[src/rtl/input_debouncer.sv]
// Synchronises a bouncy external input into the clk domain and qualifies level changes
// over DEBOUNCE_CYCLES consecutive samples, producing a clean q plus rise/fall pulses.
module input_debouncer #(
    parameter int SYNC_STAGES     = 2,
    parameter int DEBOUNCE_CYCLES = 4,
    parameter int CNT_W           = 8
) (
    input  logic clk,
    input  logic rst,
    input  logic din,
    output logic q,
    output logic rise,
    output logic fall,
    output logic busy
);

    localparam logic [1:0] IDLE_LOW  = 2'd0;
    localparam logic [1:0] WAIT_HIGH = 2'd1;
    localparam logic [1:0] IDLE_HIGH = 2'd2;
    localparam logic [1:0] WAIT_LOW  = 2'd3;

    localparam logic [CNT_W-1:0] CNT_LAST = CNT_W'(DEBOUNCE_CYCLES - 1);
    localparam logic [CNT_W-1:0] CNT_ONE  = CNT_W'(1);

    logic             sync_reg [SYNC_STAGES];
    logic             s;
    logic [1:0]       state_reg, state_next;
    logic [CNT_W-1:0] cnt_reg, cnt_next;
    logic             q_reg, q_next;
    logic             rise_reg, rise_next;
    logic             fall_reg, fall_next;
    logic             busy_reg, busy_next;

    // Only the last synchroniser stage is ever observed by the qualifier.
    generate
        for (genvar gi = 0; gi < SYNC_STAGES; gi++) begin : g_sync
            always_ff @(posedge clk or posedge rst) begin
                if (rst) begin
                    sync_reg[gi] <= 1'b0;
                end else if (gi == 0) begin
                    sync_reg[gi] <= din;
                end else begin
                    sync_reg[gi] <= sync_reg[(gi == 0) ? 0 : gi - 1];
                end
            end
        end
    endgenerate

    assign s = sync_reg[SYNC_STAGES-1];

    always_comb begin
        state_next = state_reg;
        cnt_next   = cnt_reg;
        rise_next  = 1'b0;
        fall_next  = 1'b0;
        case (state_reg)
            IDLE_LOW: begin
                if (s) begin
                    state_next = WAIT_HIGH;
                    cnt_next   = CNT_ONE;
                end else begin
                    cnt_next = '0;
                end
            end
            WAIT_HIGH: begin
                if (!s) begin
                    state_next = IDLE_LOW;
                    cnt_next   = '0;
                end else if (cnt_reg >= CNT_LAST) begin
                    state_next = IDLE_HIGH;
                    cnt_next   = '0;
                    rise_next  = 1'b1;
                end else begin
                    cnt_next = cnt_reg + CNT_ONE;
                end
            end
            IDLE_HIGH: begin
                if (!s) begin
                    state_next = WAIT_LOW;
                    cnt_next   = CNT_ONE;
                end else begin
                    cnt_next = '0;
                end
            end
            WAIT_LOW: begin
                if (s) begin
                    state_next = IDLE_HIGH;
                    cnt_next   = '0;
                end else if (cnt_reg >= CNT_LAST) begin
                    state_next = IDLE_LOW;
                    cnt_next   = '0;
                    fall_next  = 1'b1;
                end else begin
                    cnt_next = cnt_reg + CNT_ONE;
                end
            end
            default: begin
                state_next = IDLE_LOW;
                cnt_next   = '0;
            end
        endcase
    end

    // Outputs are decoded from the next state so they are registered alongside it.
    always_comb begin
        q_next    = (state_next == IDLE_HIGH) || (state_next == WAIT_LOW);
        busy_next = (state_next == WAIT_HIGH) || (state_next == WAIT_LOW);
    end

    always_ff @(posedge clk or posedge rst) begin
        if (rst) begin
            state_reg <= IDLE_LOW;
            cnt_reg   <= '0;
            q_reg     <= 1'b0;
            rise_reg  <= 1'b0;
            fall_reg  <= 1'b0;
            busy_reg  <= 1'b0;
        end else begin
            state_reg <= state_next;
            cnt_reg   <= cnt_next;
            q_reg     <= q_next;
            rise_reg  <= rise_next;
            fall_reg  <= fall_next;
            busy_reg  <= busy_next;
        end
    end

    assign q    = q_reg;
    assign rise = rise_reg;
    assign fall = fall_reg;
    assign busy = busy_reg;

endmodule

[config.mk]
export PLATFORM = sky130hd
export DESIGN_NAME = input_debouncer
export DESIGN_NICKNAME = d
export VERILOG_FILES = /design/src/rtl/input_debouncer.sv
export SDC_FILE = /design/constraint.sdc
export NUM_CORES = 1
export LEC_CHECK = 0
export CAP_MARGIN = 20
export CELL_PAD_IN_SITES_DETAIL_PLACEMENT = 0
export CELL_PAD_IN_SITES_GLOBAL_PLACEMENT = 2
export CORE_MARGIN = 3
export CORE_UTILIZATION = 30
export CTS_CLUSTER_SIZE = 30
export DETAILED_ROUTE_END_ITERATION = 16
export PLACE_DENSITY = 0.63
export SYNTH_ARGS = -nofsm -noshare
export SYNTH_HDL_FRONTEND = slang
export SYNTH_SLANG_ARGS = --single-unit
[constraint.sdc]
create_clock -name clk -period 4.5 [get_ports clk]
set_input_delay 1.125 -clock clk [delete_from_list [all_inputs] [get_ports clk]]
set_output_delay 1.125 -clock clk [all_outputs]
set_load 0.02 [all_outputs]
==> impl_metrics.tcl, run 1 <==
set metrics [dict create \
    status "finished, final reports clean" \
    placementRows 14 \
    core_mm2 0.001577 \
    first_global_vias 295 \
    vias 273 \
    ant_nets 0 \
    synth_enable_flop_cells 0 \
    gr-max-usage-layer "met2" \
    dieArea_mm2 0.002281 \
    antenna_found_initial 0 \
    finalCriticalPeriod_ps 2515 \
    routed_wl_um 720 \
    synth_most_common_cell "dfrtp_1" \
    synth-main-ff-cell "dfrtp_1" \
    worst_pin_slew_ps 537.7 \
    final_core_util_pct 41.19 \
    final.setup.tns_ps 0 \
    cts-root-buf "clkbuf_4" \
    use_met3_pct 7.895 \
    dr.first_iter.drc_count 2 \
    grt.overflow.total 0 \
    netlist_top_cells_count "dfrtp_1 (15), mux2_2 (2), nor3b_1 (2), or4_4 (2)" \
    critPathTopFamily "buffers and inverters" \
    routabilityCongestion 0.7399 \
    grt_util_all_layers_pct 9.112 \
    antenna_cells 0 \
    htreeDepth 1 \
    path_buf_inv 1 \
    grtUsageMet1_pct 10.38 \
    skew_ps 3.651 \
    cp_max_fo 5 \
    crit_type "register to output port" \
    die_h_um 47.76 \
    cts_resized 0 \
    yosysUniqueCellTypes 14 \
    die_x_um 47.76 \
    hold_path.class "register to register" \
    hold_viol_final 0 \
    synthTopCellsByArea "dfrtp_1 (72%), o41ai_4 (5.3%), mux2_2 (4.3%), or4_4 (4.3%), nor3b_1 (2.9%)" \
    layout-drive-gt1-share_pct 23.91 \
    setup_viol 0 \
    ios 7 \
    slew_headroom_pct 64.12 \
    drc 0 \
    firstDrtPassIters 2 \
    seq_area_frac_synth_pct 71.77 \
    io_buffers 6 \
    post-cts-setup-buffers 0 \
    required_ps 3380 \
    cts.sinks 15 \
    synth.largest_area_cell "dfrtp_1" \
    use_met2_pct 12.40 \
    grt_max_degree 16 \
    grt_pass1_wl_um 1290 \
    syn_area_um2 523.0 \
    largest_reg_flops 8 \
    worstPathArrival_ps 1390 \
    synth-async-reset-ratio_pct 100.0 \
    numCtsBuffers 3 \
    yosysWarnings 0 \
    maxCapViolCount 0 \
    p_per_area_mw_per_mm2 549.2 \
    area_growth_pct 24.16 \
    dpl.hpwl_um 533.9 \
    fin_crit_sh_pct 55.89 \
    wl_per_cell_um 11.61 \
    path_cells "clkdlybuf4s50_1" \
    ir_drop_uv 200.2 \
    cts_tree "built" \
    ys_seq_elements 15 \
    crit_slowest_cell "clkdlybuf4s50_1" \
    rsz0062_at_grt "no" \
    postCtsHoldBufs 0 \
    cp-end-kind "output port" \
    cpPeakStageDelay_ps 650 \
    leakagePower_nw 0.2896 \
    synth_area_per_cell_um2 16.87 \
    start_util_pct 33.17 \
    postSynthCellCount 31 \
    start_kind "register" \
    path_clk_slew_ps 90 \
    finalMaxSlewViolations 0 \
    clock.fmax_mhz 397.6 \
    nNetsFinal 51 \
    yosysTopAreaCellShare_pct 71.77 \
    cts.path.max_buffers 2 \
    viasPerCell 4.403 \
    clk_latency_ps 280 \
]
==> kinds of logic (layout without fill, tap and decap cells) <==
family | Yosys count | in the layout | synth area share (%)
buffers and inverters | 1 | 11 | 0.7170
other | 1 | 6 | 0.7170
muxes | 2 | 2 | 4.306
AOI/OAI and AO/OA | 3 | 3 | 7.417
and+or+nand+nor | 7 | 7 | 11.00
DFF | 15 | 15 | 71.77
xor gates and xnor gates | 1 | 1 | 1.675
adders and majority gates | 1 | 1 | 2.392
==> layer usage <==
metal / share of wire [%] / vias up
li1: - / 133
met1: 45 / 130
met5: 0 / -
met4: 0 / 0
met3: 7.6 / 0
met2: 47 / 10
==> metrics by stage <==
| step | instances | total power, mW | hold slack [ps] | cell area (um2) | worst slack (ps) |
|---|---|---|---|---|---|
| 4_1_cts | 62 | 0.3644 | 359.7 | 649.4 | 1962 |
| 3_3_place_gp | 58 | 0.2767 | 333.6 | 621.8 | 2330 |
| 5_1_grt | 62 | 0.3824 | 363.1 | 649.4 | 1919 |
| 3_5_place_dp | 58 | 0.2849 | 337.2 | 621.8 | 2291 |
| 6_report | 62 | 0.3566 | 356.0 | 649.4 | 1985 |
| 2_1_floorplan | 36 | 0.2449 | 331.2 | 541.8 | 2764 |
==> report_power, final <==
part / switching, mW / internal (mW) / total (mW) / leakage, nW
Clock: 0.0434 / 0.0330 / 0.0764 / 0.0177
Sequential: 0.0200 / 0.160 / 0.180 / 0.183
Combinational: 0.0459 / 0.0546 / 0.100 / 0.0891
==> cells in the final DEF (no fill, tap or decap) <==
master,instances
inv_1,1
o22ai_1,1
nor3b_1,2
clkbuf_4,3
clkdlybuf4s50_1,6
or2_2,1
xnor2_1,1
a21oi_1,1
or4_4,2
conb_1,6
o41ai_4,1
nand2_1,1
dfrtp_1,15
nor3_2,1
mux2_2,2
clkinv_2,1
ha_1,1
==> final timing paths <==
path,end,slack (ps),start,cells past startpoint
worst min register to register,s$_DFF_PP0_,360,sync_reg[1]$_DFF_PP0_,0
min in group asynchronous,cnt_reg[4]$_DFF_PP0_,1170,rst,2
worst max register to register,q$_DFF_PP0_,2650,cnt_reg[0]$_DFF_PP0_,4
worst max-delay path,busy,1980,busy$_DFF_PP0_,1
max in group asynchronous,q$_DFF_PP0_,2970,rst,2
worst min-delay path,s$_DFF_PP0_,360,sync_reg[1]$_DFF_PP0_,0
==> final cells by class <==
cell class	instances	area, um2
fill	148	927.1
timing repair buffer	6	60.06
clock buffer	3	22.52
tap	16	20.02
clock inverter	1	5.005
multi-input combinational	20	162.7
inverter	1	3.754
sequential	15	375.4
(Power assumes the default switching activity.)
==> inputs of run 2 (changes only) <==
==> constraint.sdc (replaced) <==
create_clock -name clk -period 2.4 [get_ports clk]
set_input_delay 0.6 -clock clk [delete_from_list [all_inputs] [get_ports clk]]
set_output_delay 0.6 -clock clk [all_outputs]
set_load 0.02 [all_outputs]
==> run 2 against run 1 <==
Effect of this change:
- worst hold slack worse by 3.4 ps
- largest cell class unchanged
- setup slack worse by 1600 ps
- critical endpoint unchanged
- clock skew down 3.2 ps
- total power up 86%
- wire length down 1.9%
- clock power up 83%
- non-clock buffer count unchanged
- sequential share of layout area up 0.11 points
==> impl_metrics.tcl, run 2 (synthesis gave the netlist of run 1 again) <==
set metrics [dict create \
    hold_path.class "register to register" \
    cts.path.max_buffers 2 \
    crit_type "register to output port" \
    layout_common_cells "dfrtp_1 (15), conb_1 (6), clkdlybuf4s50_1 (6), clkbuf_4 (3)" \
    nNetsFinal 51 \
    clock.fmax_mhz 506.5 \
    p_sw_share_pct 29.65 \
    power_frac_comb_pct 28.1 \
    grt.overflow.total 0 \
    first_global_vias 287 \
    routabilityCongestion 0.6091 \
    core_mm2 0.001577 \
    start_util_pct 33.17 \
    wl_met2_um 366 \
    ant_nets 0 \
    highest_layer "met4" \
    cts_resized 0 \
    layout_commonest_cell "dfrtp_1" \
    area_growth_pct 23.92 \
    viasPerCell 4.274 \
    finalMaxSlewViolations 0 \
    htreeDepth 1 \
    reg2reg_slack_ps 570 \
    numCtsBuffers 3 \
    wl_per_cell_um 11.39 \
    seqPwrFrac_pct 50.8 \
    final_core_util_pct 41.11 \
    maxCapViolCount 0 \
    ios 7 \
    dp_slack_ps 593.3 \
    setup_viol 0 \
    dpl.hpwl_um 517.1 \
    cp-end-kind "output port" \
    required_ps 1800 \
    worst_pin_slew_ps 526.5 \
    fin_crit_sh_pct 82.26 \
    grt_pass1_wl_um 1290 \
    worstPathArrival_ps 1370 \
    wl_met1_um 294 \
    clk_latency_ps 280 \
    dpl.cell_count 58 \
    dr.first_iter.drc_count 0 \
    cts_tree "built" \
    stdcell_count 62 \
    final.setup.tns_ps 0 \
    post-route-worst-setup-slack_ps 425.7 \
    clkPwrFrac_pct 21.1 \
    placementRows 14 \
    antenna_found_initial 0 \
    cts.sinks 15 \
    die_x_um 47.76 \
    cts-root-buf "clkbuf_4" \
    ir_drop_uv 359.5 \
    rsz0062_at_grt "no" \
    post-cts-setup-buffers 0 \
    status "finished, final reports clean" \
    wl_met3_um 29 \
    io_buffers 6 \
    largest_reg_flops 8 \
    firstDrtPassIters 1 \
    cpPeakStageDelay_ps 640 \
    fin_area_um2 648.1 \
    postCtsHoldBufs 0 \
    routed_wl_um 706 \
    grt_max_degree 16 \
    finalCriticalPeriod_ps 1974 \
    p_per_area_mw_per_mm2 1021 \
    vias 265 \
    cp_max_fo 5 \
    path_cells "clkdlybuf4s50_1" \
    critPathTopFamily "buffers and inverters" \
    die_h_um 47.76 \
    leakagePower_nw 0.2869 \
    nFillCells 150 \
    cell_internal_pwr_mw 0.4657 \
    switching_power_mw 0.1963 \
    hold_viol_final 0 \
    drc 0 \
    antenna_cells 0 \
    dieArea_mm2 0.002281 \
    skew_ps 0.4270 \
    layout-drive-gt1-share_pct 21.74 \
    slew_headroom_pct 64.86 \
    path_buf_inv 1 \
    start_kind "register" \
    dpl-instance-area_um2 621.8 \
    path_clk_slew_ps 80 \
    crit_slowest_cell "clkdlybuf4s50_1" \
    grt_util_all_layers_pct 8.783 \
]
[run 2: cell types whose count changed in the layout (fill, tap and decap cells not counted), sizes merged]
cell / change
clkbuf: +1
clkinv: -1
[run 2: final timing paths]
path | end | cells past startpoint | from
worst max-delay path | busy | 1 | busy$_DFF_PP0_
worst min-delay path | s$_DFF_PP0_ | 0 | sync_reg[1]$_DFF_PP0_
worst max register to register | q$_DFF_PP0_ | 4 | cnt_reg[0]$_DFF_PP0_
worst min register to register | s$_DFF_PP0_ | 0 | sync_reg[1]$_DFF_PP0_
max in group asynchronous | cnt_reg[1]$_DFF_PP0_ | 2 | rst
min in group asynchronous | s$_DFF_PP0_ | 2 | rst
[run 2: cell type report]
cell class | count | area, um2 | share of cell area [%]
sequential | 15 | 375.4 | 57.92
multi-input combinational | 20 | 162.7 | 25.10
timing repair buffer | 6 | 60.06 | 9.266
clock buffer | 4 | 26.28 | 4.054
tap | 16 | 20.02 | 3.089
inverter | 1 | 3.754 | 0.5792
[run 2: layer usage]
layer,GRT usage [%],vias to the layer above
met4,6.452,0
met2,12.66,9
met1,11.24,123
li1,-,131
met3,2.256,2
met5,0,-
[run 2: metrics by stage]
step | hold slack (ps) | total power, mW
floorplan | 331.2 | 0.4592
global placement | 331.9 | 0.5228
detailed placement | 336.4 | 0.5256
CTS | 355.9 | 0.6728
global route | 363.4 | 0.7047
finish | 352.6 | 0.6620
[run 2: power by group through the flow]
stage | clock network, mW | logic (mW) | registers, mW
global route | 0.157 | 0.204 | 0.345
CTS | 0.148 | 0.188 | 0.337
detailed placement | 0 | 0.184 | 0.341
floorplan | 0 | 0.0933 | 0.366
global placement | 0 | 0.183 | 0.340
finish | 0.140 | 0.186 | 0.336
==> inputs of run 3 (changes only) <==
==> constraint.sdc (replaced) <==
create_clock -name clk -period 1.9 [get_ports clk]
set_input_delay 0.475 -clock clk [delete_from_list [all_inputs] [get_ports clk]]
set_output_delay 0.475 -clock clk [all_outputs]
set_load 0.02 [all_outputs]
==> run 3 against run 2 <==
Effect of this change:
- design area up 0.39%
- combinational power up 25%
- non-clock buffer count unchanged
==> impl_metrics.tcl, run 3 (synthesis gave the netlist of run 1 again) <==
set metrics [dict create \
    status "finished, final reports clean" \
    wl_met3_um 34 \
    reg2reg_to "q$_DFF_PP0_" \
    wl_per_cell_um 10.82 \
    grt.overflow.total 0 \
    area_growth_pct 24.40 \
    slew_headroom_pct 64.54 \
    reg2reg_slack_ps 60 \
    min-delay-start "sync_reg[1]$_DFF_PP0_" \
    nFillCells 142 \
    nNetsFinal 51 \
    stdcell_count 62 \
    path_clk_slew_ps 80 \
    placementRows 14 \
    rsz0062_at_grt "no" \
    layout_common_cells "dfrtp_1 (15), conb_1 (6), clkdlybuf4s50_1 (5), clkbuf_4 (3)" \
    grt_util_all_layers_pct 7.247 \
    io_buffers 6 \
    skew_ps 3.506 \
    min_to "s$_DFF_PP0_" \
    hold_path.class "register to register" \
    antenna_cells 0 \
    start_util_pct 33.17 \
    dpl.cell_count 58 \
    final.setup.tns_ps 0 \
    die_x_um 47.76 \
    crit_type "register to register" \
    numCtsBuffers 3 \
    routabilityCongestion 0.6855 \
    reg2regPathDepth 4 \
    hold_viol_final 0 \
    maxCapViolCount 0 \
    power_mw 0.8325 \
    finalMaxSlewViolations 0 \
    worst_pin_slew_ps 531.3 \
    setup_viol 0 \
    dpl.hpwl_um 498.4 \
    cp-end-kind "register" \
    cts_tree "built" \
    vias 274 \
    die_h_um 47.76 \
    required_ps 2060 \
    ant_nets 0 \
    layout-drive-gt1-share_pct 21.74 \
    cts_resized 0 \
    leakagePower_nw 0.2992 \
    clock.fmax_mhz 544.3 \
    viasPerCell 4.419 \
    htreeDepth 1 \
    cts.path.max_buffers 2 \
    clk_latency_ps 280 \
    fin_area_um2 650.6 \
    cp_max_fo 4 \
    antenna_found_initial 0 \
    ios 7 \
    dpl-instance-area_um2 621.8 \
    highest_layer "met4" \
    cts.sinks 15 \
    fin_crit_sh_pct 96.69 \
    cts-root-buf "clkbuf_4" \
    final_core_util_pct 41.27 \
    firstDrtPassIters 2 \
    layout_commonest_cell "dfrtp_1" \
    post-cts-setup-buffers 0 \
    finalCriticalPeriod_ps 1837 \
    first_global_vias 258 \
    drc 0 \
    rr_startpoint "cnt_reg[0]$_DFF_PP0_" \
    wl_met1_um 282 \
    wl_met2_um 333 \
    p_per_area_mw_per_mm2 1279 \
    dieArea_mm2 0.002281 \
    grt_pass1_wl_um 1062 \
    largest_reg_flops 8 \
    grt_max_degree 16 \
    worstPathArrival_ps 2000 \
    whs_path_depth 0 \
    dr.first_iter.drc_count 2 \
    ir_drop_uv 536.8 \
    routed_wl_um 671 \
    postCtsHoldBufs 0 \
    core_mm2 0.001577 \
    start_kind "register" \
]
run 3: critical path, cell delays in order (launching register included):
cell	delay [ps]
dfrtp_1	390
ha_1	210
or4_4	440
o41ai_4	310
mux2_2	380
run 3: worst max path at each step:
| stage | start | to | slack [ps] | cells after the start |
|---|---|---|---|---|
| floorplan | cnt_reg[0]$_DFF_PP0_ | q$_DFF_PP0_ | 160 | 4 |
| global placement | cnt_reg[0]$_DFF_PP0_ | q$_DFF_PP0_ | 80 | 4 |
| detailed placement | cnt_reg[0]$_DFF_PP0_ | q$_DFF_PP0_ | 90 | 4 |
| CTS | busy$_DFF_PP0_ | busy | 6 | 1 |
| global route | cnt_reg[0]$_DFF_PP0_ | q$_DFF_PP0_ | 5 | 4 |
| finish | cnt_reg[0]$_DFF_PP0_ | q$_DFF_PP0_ | 60 | 4 |
run 3: layout make-up:
| type | count | area [um2] | area share (%) |
|---|---|---|---|
| inverter | 1 | 3.754 | 0.5769 |
| sequential | 15 | 375.4 | 57.69 |
| timing repair buffer | 6 | 62.56 | 9.615 |
| clock buffer | 4 | 26.28 | 4.038 |
| tap | 16 | 20.02 | 3.077 |
| multi-input combinational | 20 | 162.7 | 25.00 |
run 3: report_power, final:
part           internal [mW]  switching [mW]  leakage (nW)
sequential             0.378          0.0471         0.183
clock                 0.0815          0.0927        0.0150
combinational          0.127           0.106         0.101
total                  0.586           0.246         0.299
run 3: metrics by stage:
stage                     worst slack (ps)  hold WS, ps
final                                62.87        356.4
after global routing                 5.113        363.6
after floorplan                      164.2        331.2
after global placement               84.45        331.7
after detailed placement             88.89        336.4
after CTS                            5.678        355.7
run 3: layer usage:
metal	up-vias	global-route usage [%]
met3	2	2.256
met4	0	6.452
li1	132	-
met5	-	0
met1	131	7.981
met2	9	11.08
